$ cat src/rtl/mem_port_arbiter.sv
// ============================================================================
// Module   : mem_port_arbiter
// Purpose  : Two-requester round-robin arbiter for the mem data port, with a
//            read-tag pipe that steers returned words to their owner.
// Revision : 1.0 - initial release
// ============================================================================
`default_nettype none

module mem_port_arbiter #(
    parameter int LATENCY = 1,
    parameter int AW      = 15,
    parameter int DW      = 16
) (
    input  logic          clk,
    input  logic          rst_n,
    input  logic          req0,
    input  logic          req1,
    input  logic          we0,
    input  logic          we1,
    input  logic [AW-1:0] addr0,
    input  logic [AW-1:0] addr1,
    input  logic [DW-1:0] wdata0,
    input  logic [DW-1:0] wdata1,
    output logic          gnt0,
    output logic          gnt1,
    output logic          rvalid0,
    output logic          rvalid1,
    output logic [DW-1:0] rdata,
    output logic [AW-1:0] mem_raddr,
    output logic          mem_wen,
    output logic [AW-1:0] mem_waddr,
    output logic [DW-1:0] mem_wdata,
    input  logic [DW-1:0] mem_rdata
);

    logic               r_last;
    logic [LATENCY-1:0] r_tag_vld;
    logic [LATENCY-1:0] r_tag_id;
    logic               w_gnt0;
    logic               w_gnt1;
    logic               w_rd_push;

    // Under contention the requester that did not win last time goes first;
    // rst_n gates the grants so nothing reaches memory while in reset.
    assign w_gnt0 = rst_n & req0 & (~req1 | r_last);
    assign w_gnt1 = rst_n & req1 & (~req0 | ~r_last);

    assign gnt0 = w_gnt0;
    assign gnt1 = w_gnt1;

    always_comb begin
        mem_wen   = 1'b0;
        mem_raddr = '0;
        mem_waddr = '0;
        mem_wdata = '0;
        w_rd_push = 1'b0;
        if (w_gnt0) begin
            mem_wen   = we0;
            mem_raddr = addr0;
            mem_waddr = addr0;
            mem_wdata = wdata0;
            w_rd_push = ~we0;
        end else if (w_gnt1) begin
            mem_wen   = we1;
            mem_raddr = addr1;
            mem_waddr = addr1;
            mem_wdata = wdata1;
            w_rd_push = ~we1;
        end
    end

    always_ff @(posedge clk or negedge rst_n) begin
        if (!rst_n) begin
            r_last <= 1'b1;
        end else if (w_gnt0) begin
            r_last <= 1'b0;
        end else if (w_gnt1) begin
            r_last <= 1'b1;
        end
    end

    // Tag pipe is exactly as deep as the memory read latency, so the final
    // stage lines up with the word on mem_rdata.
    always_ff @(posedge clk or negedge rst_n) begin
        if (!rst_n) begin
            r_tag_vld <= '0;
            r_tag_id  <= '0;
        end else begin
            r_tag_vld[0] <= w_rd_push;
            r_tag_id[0]  <= w_gnt1;
            for (int i = 1; i < LATENCY; i++) begin
                r_tag_vld[i] <= r_tag_vld[i-1];
                r_tag_id[i]  <= r_tag_id[i-1];
            end
        end
    end

    assign rvalid0 = r_tag_vld[LATENCY-1] & ~r_tag_id[LATENCY-1];
    assign rvalid1 = r_tag_vld[LATENCY-1] &  r_tag_id[LATENCY-1];
    assign rdata   = r_tag_vld[LATENCY-1] ? mem_rdata : '0;

endmodule

`default_nettype wire

$ cat config.mk
export PLATFORM = sky130hd
export DESIGN_NAME = mem_port_arbiter
export DESIGN_NICKNAME = d
export VERILOG_FILES = /design/src/rtl/mem_port_arbiter.sv
export SDC_FILE = /design/constraint.sdc
export NUM_CORES = 1
export LEC_CHECK = 0
export CAP_MARGIN = 25
export CORE_MARGIN = 10
export CORE_UTILIZATION = 20
export CTS_CLUSTER_DIAMETER = 40
export DETAILED_ROUTE_END_ITERATION = 8
export PLACE_DENSITY_LB_ADDON = 0.2
export SYNTH_ARGS = -nofsm -noshare
export SYNTH_HDL_FRONTEND = slang
export SYNTH_SLANG_ARGS = --single-unit
$ cat constraint.sdc
create_clock -name clk -period 1.37 [get_ports clk]
set_input_delay 0.274 -clock clk [delete_from_list [all_inputs] [get_ports clk]]
set_output_delay 0.274 -clock clk [all_outputs]
set_load 0.02 [all_outputs]
# Word level (Yosys, flattened, before mapping)
# Index checks and enable logic that the tools add are counted.
# classes
addsub	0
mul	0
n_div	0
n_lt_le_gt_ge	0
n_eq_ne	0
n_shift	0
mux	11
bitwise_logic	14
reduce_logical	1
# ops
cell	count
$mux 16	3
$mux 15	2
$and 1x1->1	6
$mux 1	6
$not 1->1	6
$or 1x1->1	2
$reduce_bool 2->1	1
# word_totals
register_bits	3
latch_bits	0
mem_bits_rw	0
romBits	0
in_bits	84
out_inout_bits	67
elab_cells	29
n_memories	0

# Longest topological paths before layout
# logic_depth
word_depth	5
depth_mapped	5
mapped_depth_nobuf	3

# Least setup slack after synthesis
# OpenSTA, ideal clock, no wires.
# synth_path
kind	flip-flop to output port
from	register r_last
to	output port mem_waddr[1]
arrival_time_ps	1421
t_required_ps	1096
path_slack_ps	-325
stages_incl_launch_ff	5
path_buffers	2
path_cell_list	dfstp_2 -> o21ai_4 -> buf_6 -> o22ai_1 -> buf_4
# synth_between
elab_chain_cells	5
elab_cells_between_ends	7
cone_classes	mux (2); bitwise (5)
# synth_lines
item	line	text
start: declaration	36	logic r_last;
start signal: assignment	74	r_last <= 1'b1;
start signal: assignment	76	r_last <= 1'b0;
start signal: assignment	78	r_last <= 1'b1;
$not 1->1	46	assign w_gnt1 = rst_n & req1 & (~req0 | ~r_last);
$or 1x1->1	46	
$and 1x1->1	46	
$mux 15	--	
$mux 15 *	--	
end: declaration	31	output logic [AW-1:0] mem_waddr,
# Mark *: on every way between the ends. The rest lies on a longest branch, timed or not.

# Worst setup path in the final report
# layout_path
from	register r_last
to	output port mem_raddr[13]
# layout_between
elab_chain_cells	5
elab_cells_between_ends	7
cone_classes	mux (2); bitwise (5)
# layout_lines
item	line	text
$not 1->1	46	
$or 1x1->1	46	
$and 1x1->1	46	
$mux 15	63	end else if (w_gnt1) begin
$mux 15 *	57	if (w_gnt0) begin
end: declaration	29	output logic [AW-1:0] mem_raddr,
# Marked as above.

==> metrics <==
Die Width 87.6 µm; RSZ-0062 raised after global routing yes; Setup CP Type flop to output pin; largest net degree at the start of global routing 21; worst-path maximum fanout 8; ys async rst share 100%; share of cells above drive strength 1 43.3%; CP max stage cell dfstp_2; final setup violation count 49; synth warn 0; Mapped Avg Cell Area between 5 and 6 µm²; Yosys cell types 18; initial drt markers 19; period utilization 129%; Rel. slew slack 86.5%; Synth Register Bits 3; Sink Count 3; CTS Buffer Depth 2; Worst setup SP type flop; Post-DP HPWL between 4000 and 5000 µm; clk_lat worst skew 0.22 ns; PwrDens 587 nW/µm²; number of core rows 24; commonest cells in the netlist nand2_1, o22ai_1, buf_4; Worst Max-Slew Pin Slew 0.203 ns; FMAX 565 MHz; P_leak 1.29 nW; Ant. Diodes 0; Post-synth EDFFs 0; family with the most delay on the worst path flip-flops; Mapped Cells 157; setup ws final -0.399 ns; post-synthesis cell area 915 µm²; WL per Instance 16.6 µm; fill count 337; worst reg2reg setup slack 0.08 ns; Multi-input gate area 1060 µm²; CTS buffer count 3; violated checks setup timing; final instance area 3100 µm²; register area share after synthesis 8.34%; GRT overflow 0; initial antenna violation count 0; worst path arrival time between 1 and 1.5 ns; fin util 70.8%; DP Cell Count about 350; first-pass GRT wire length 8970 µm; Tmin final 1.77 ns; syn_nets 241; setup_tns -17.74 ns; worst path required time 1.10 ns; Die Y between 80 and 90 µm; Total GRT Usage 14.4%; Synth top area share a little over a quarter; Post-route DRC 0; share of power burned in registers 6.3%; Area Overhead vs Synth 239%; fin nets just under 400; Vias 1641; hold buffers post-CTS 0; routability cong. just over 0.7; VDD IR-drop max about 340 µV; top cells by area, synth nand2_1, o22ai_1, buf_4; wirelength, routed between 5000 and 6000 µm; fin. max-slew vios 0; clock power share between 10% and 20%; Synth area leader nand2_1; status finished with violations; initial core utilization 20.9%; Switch Pwr around 730 µW; max cap viols 0; switch share about two fifths; Bufs and invs on worst path 3; dominant cell by count in the synthesized netlist nand2_1; FF/Latch Area around 76 µm²; share of total power in combinational logic 78.8%; number of global-route vias before repair 1813; CTS tree yes; CP Cell Sequence o21ai_4 -> buf_12 -> buf_16 -> o22ai_4 -> buf_6; Layout Skew between 0.0003 and 0.0004 ns; CP Capture Type output pin; total power 1.82 mW; final std cells w/o fill 359; Root Driver clkbuf_8; CP max stage delay 0.56 ns; Via density 4.57; total core area 4380 µm²; Port Buffers 150; First-pass DRT Iterations 2; CTS H-tree lvls 1; Die Area 7680 µm²; worst hold path class input pin to async pin; Final Hold Fails 0; Area after DPL 2780 µm²; internal power roughly 1.1 mW; Clock transition at path regs roughly 0.030 ns; ANT nets after route 0; I/O pin count between 150 and 200; main flop type after synthesis dfrtp_1
==> metal layers <==
metal,global-route usage [%],share of wire [%]
met2,26.1,53
met4,4.35,1.3
met5,0,0
met1,14.2,34
met3,6.59,12
==> power groups by stage <==
stage	Clock, mW	Combinational (mW)	Sequential (mW)
2_1_floorplan	0	0.677	0.115
3_3_place_gp	0	1.22	0.114
3_5_place_dp	0	1.23	0.116
4_1_cts	0.267	1.38	0.115
5_1_grt	0.281	1.52	0.117
6_report	0.271	1.44	0.115
==> through the flow <==
step                      setup WS, ns  hold slack (ns)
after CTS                       -0.402            0.122
after global routing            -0.438            0.146
after floorplan                 -0.122          -0.0216
after detailed placement        -0.863            0.354
after global placement          -0.831            0.352
final                           -0.399            0.129
==> layout by cell type, fill, tap and decap left out <==
cell / instances
o21ai_4: 1
nand2b_1: 1
buf_2: 20
nor2b_1: 1
o32ai_2: 1
nor2_1: 1
o22ai_2: 2
dlygate4sd2_1: 2
clkbuf_8: 3
nor2_4: 1
buf_4: 10
o22ai_4: 30
clkbuf_1: 1
clkbuf_16: 2
buf_6: 49
nand2_1: 65
inv_1: 2
and2_1: 17
dfrtp_1: 2
a21oi_1: 1
a31oi_1: 1
dfstp_2: 1
nand2_4: 1
buf_12: 10
clkdlybuf4s50_1: 80
buf_16: 2
==> worst paths after layout <==
kind,start,endpoint,cells past startpoint
setup / recovery,r_last,mem_raddr[13],5
hold / removal,rst_n,r_tag_vld,2
setup reg to reg,r_last,r_tag_vld,5
hold reg to reg,r_last,r_last,3
max in group asynchronous,rst_n,r_last,3
min in group clk,req0,r_last,2
==> cell type report <==
| type | count | area share (%) |
|---|---|---|
| timing repair buffer | 175 | 59.6 |
| multi-input combinational | 123 | 34.1 |
| sequential | 3 | 2.46 |
| tap | 52 | 2.10 |
| clock buffer | 4 | 1.45 |
| inverter | 2 | 0.242 |
==> worst register-to-register path: stages (launching register included) <==
cell	delay [ns]
dfstp_2	0.56
nand2_1	0.09
nand2_4	0.15
clkbuf_16	0.19
buf_4	0.12
o32ai_2	0.06
==> sequential cells by signal, summed over array words and instances (netlist names) <==
register and flops:
r_last 1, r_tag_id 1, r_tag_vld 1
==> what timing repair did <==
item | in CTS | in global routing
setup endpoints to repair | 67 | 49
pin swaps | 9 | 9
resized for setup | 381 | 13
setup buffers | 3 | 1
gates cloned | 2 | 2
==> cell families (layout without fill, tap and decap cells) <==
group / Yosys count / count (layout) / synth area share, %
AND/OR/NAND/NOR: 87 / 87 / 41.2
buffers and inverters: 31 / 181 / 23.8
flip-flops: 3 / 3 / 8.35
AO/OA/AOI/OAI: 36 / 36 / 26.7
Power figures use the tool's default switching activity.
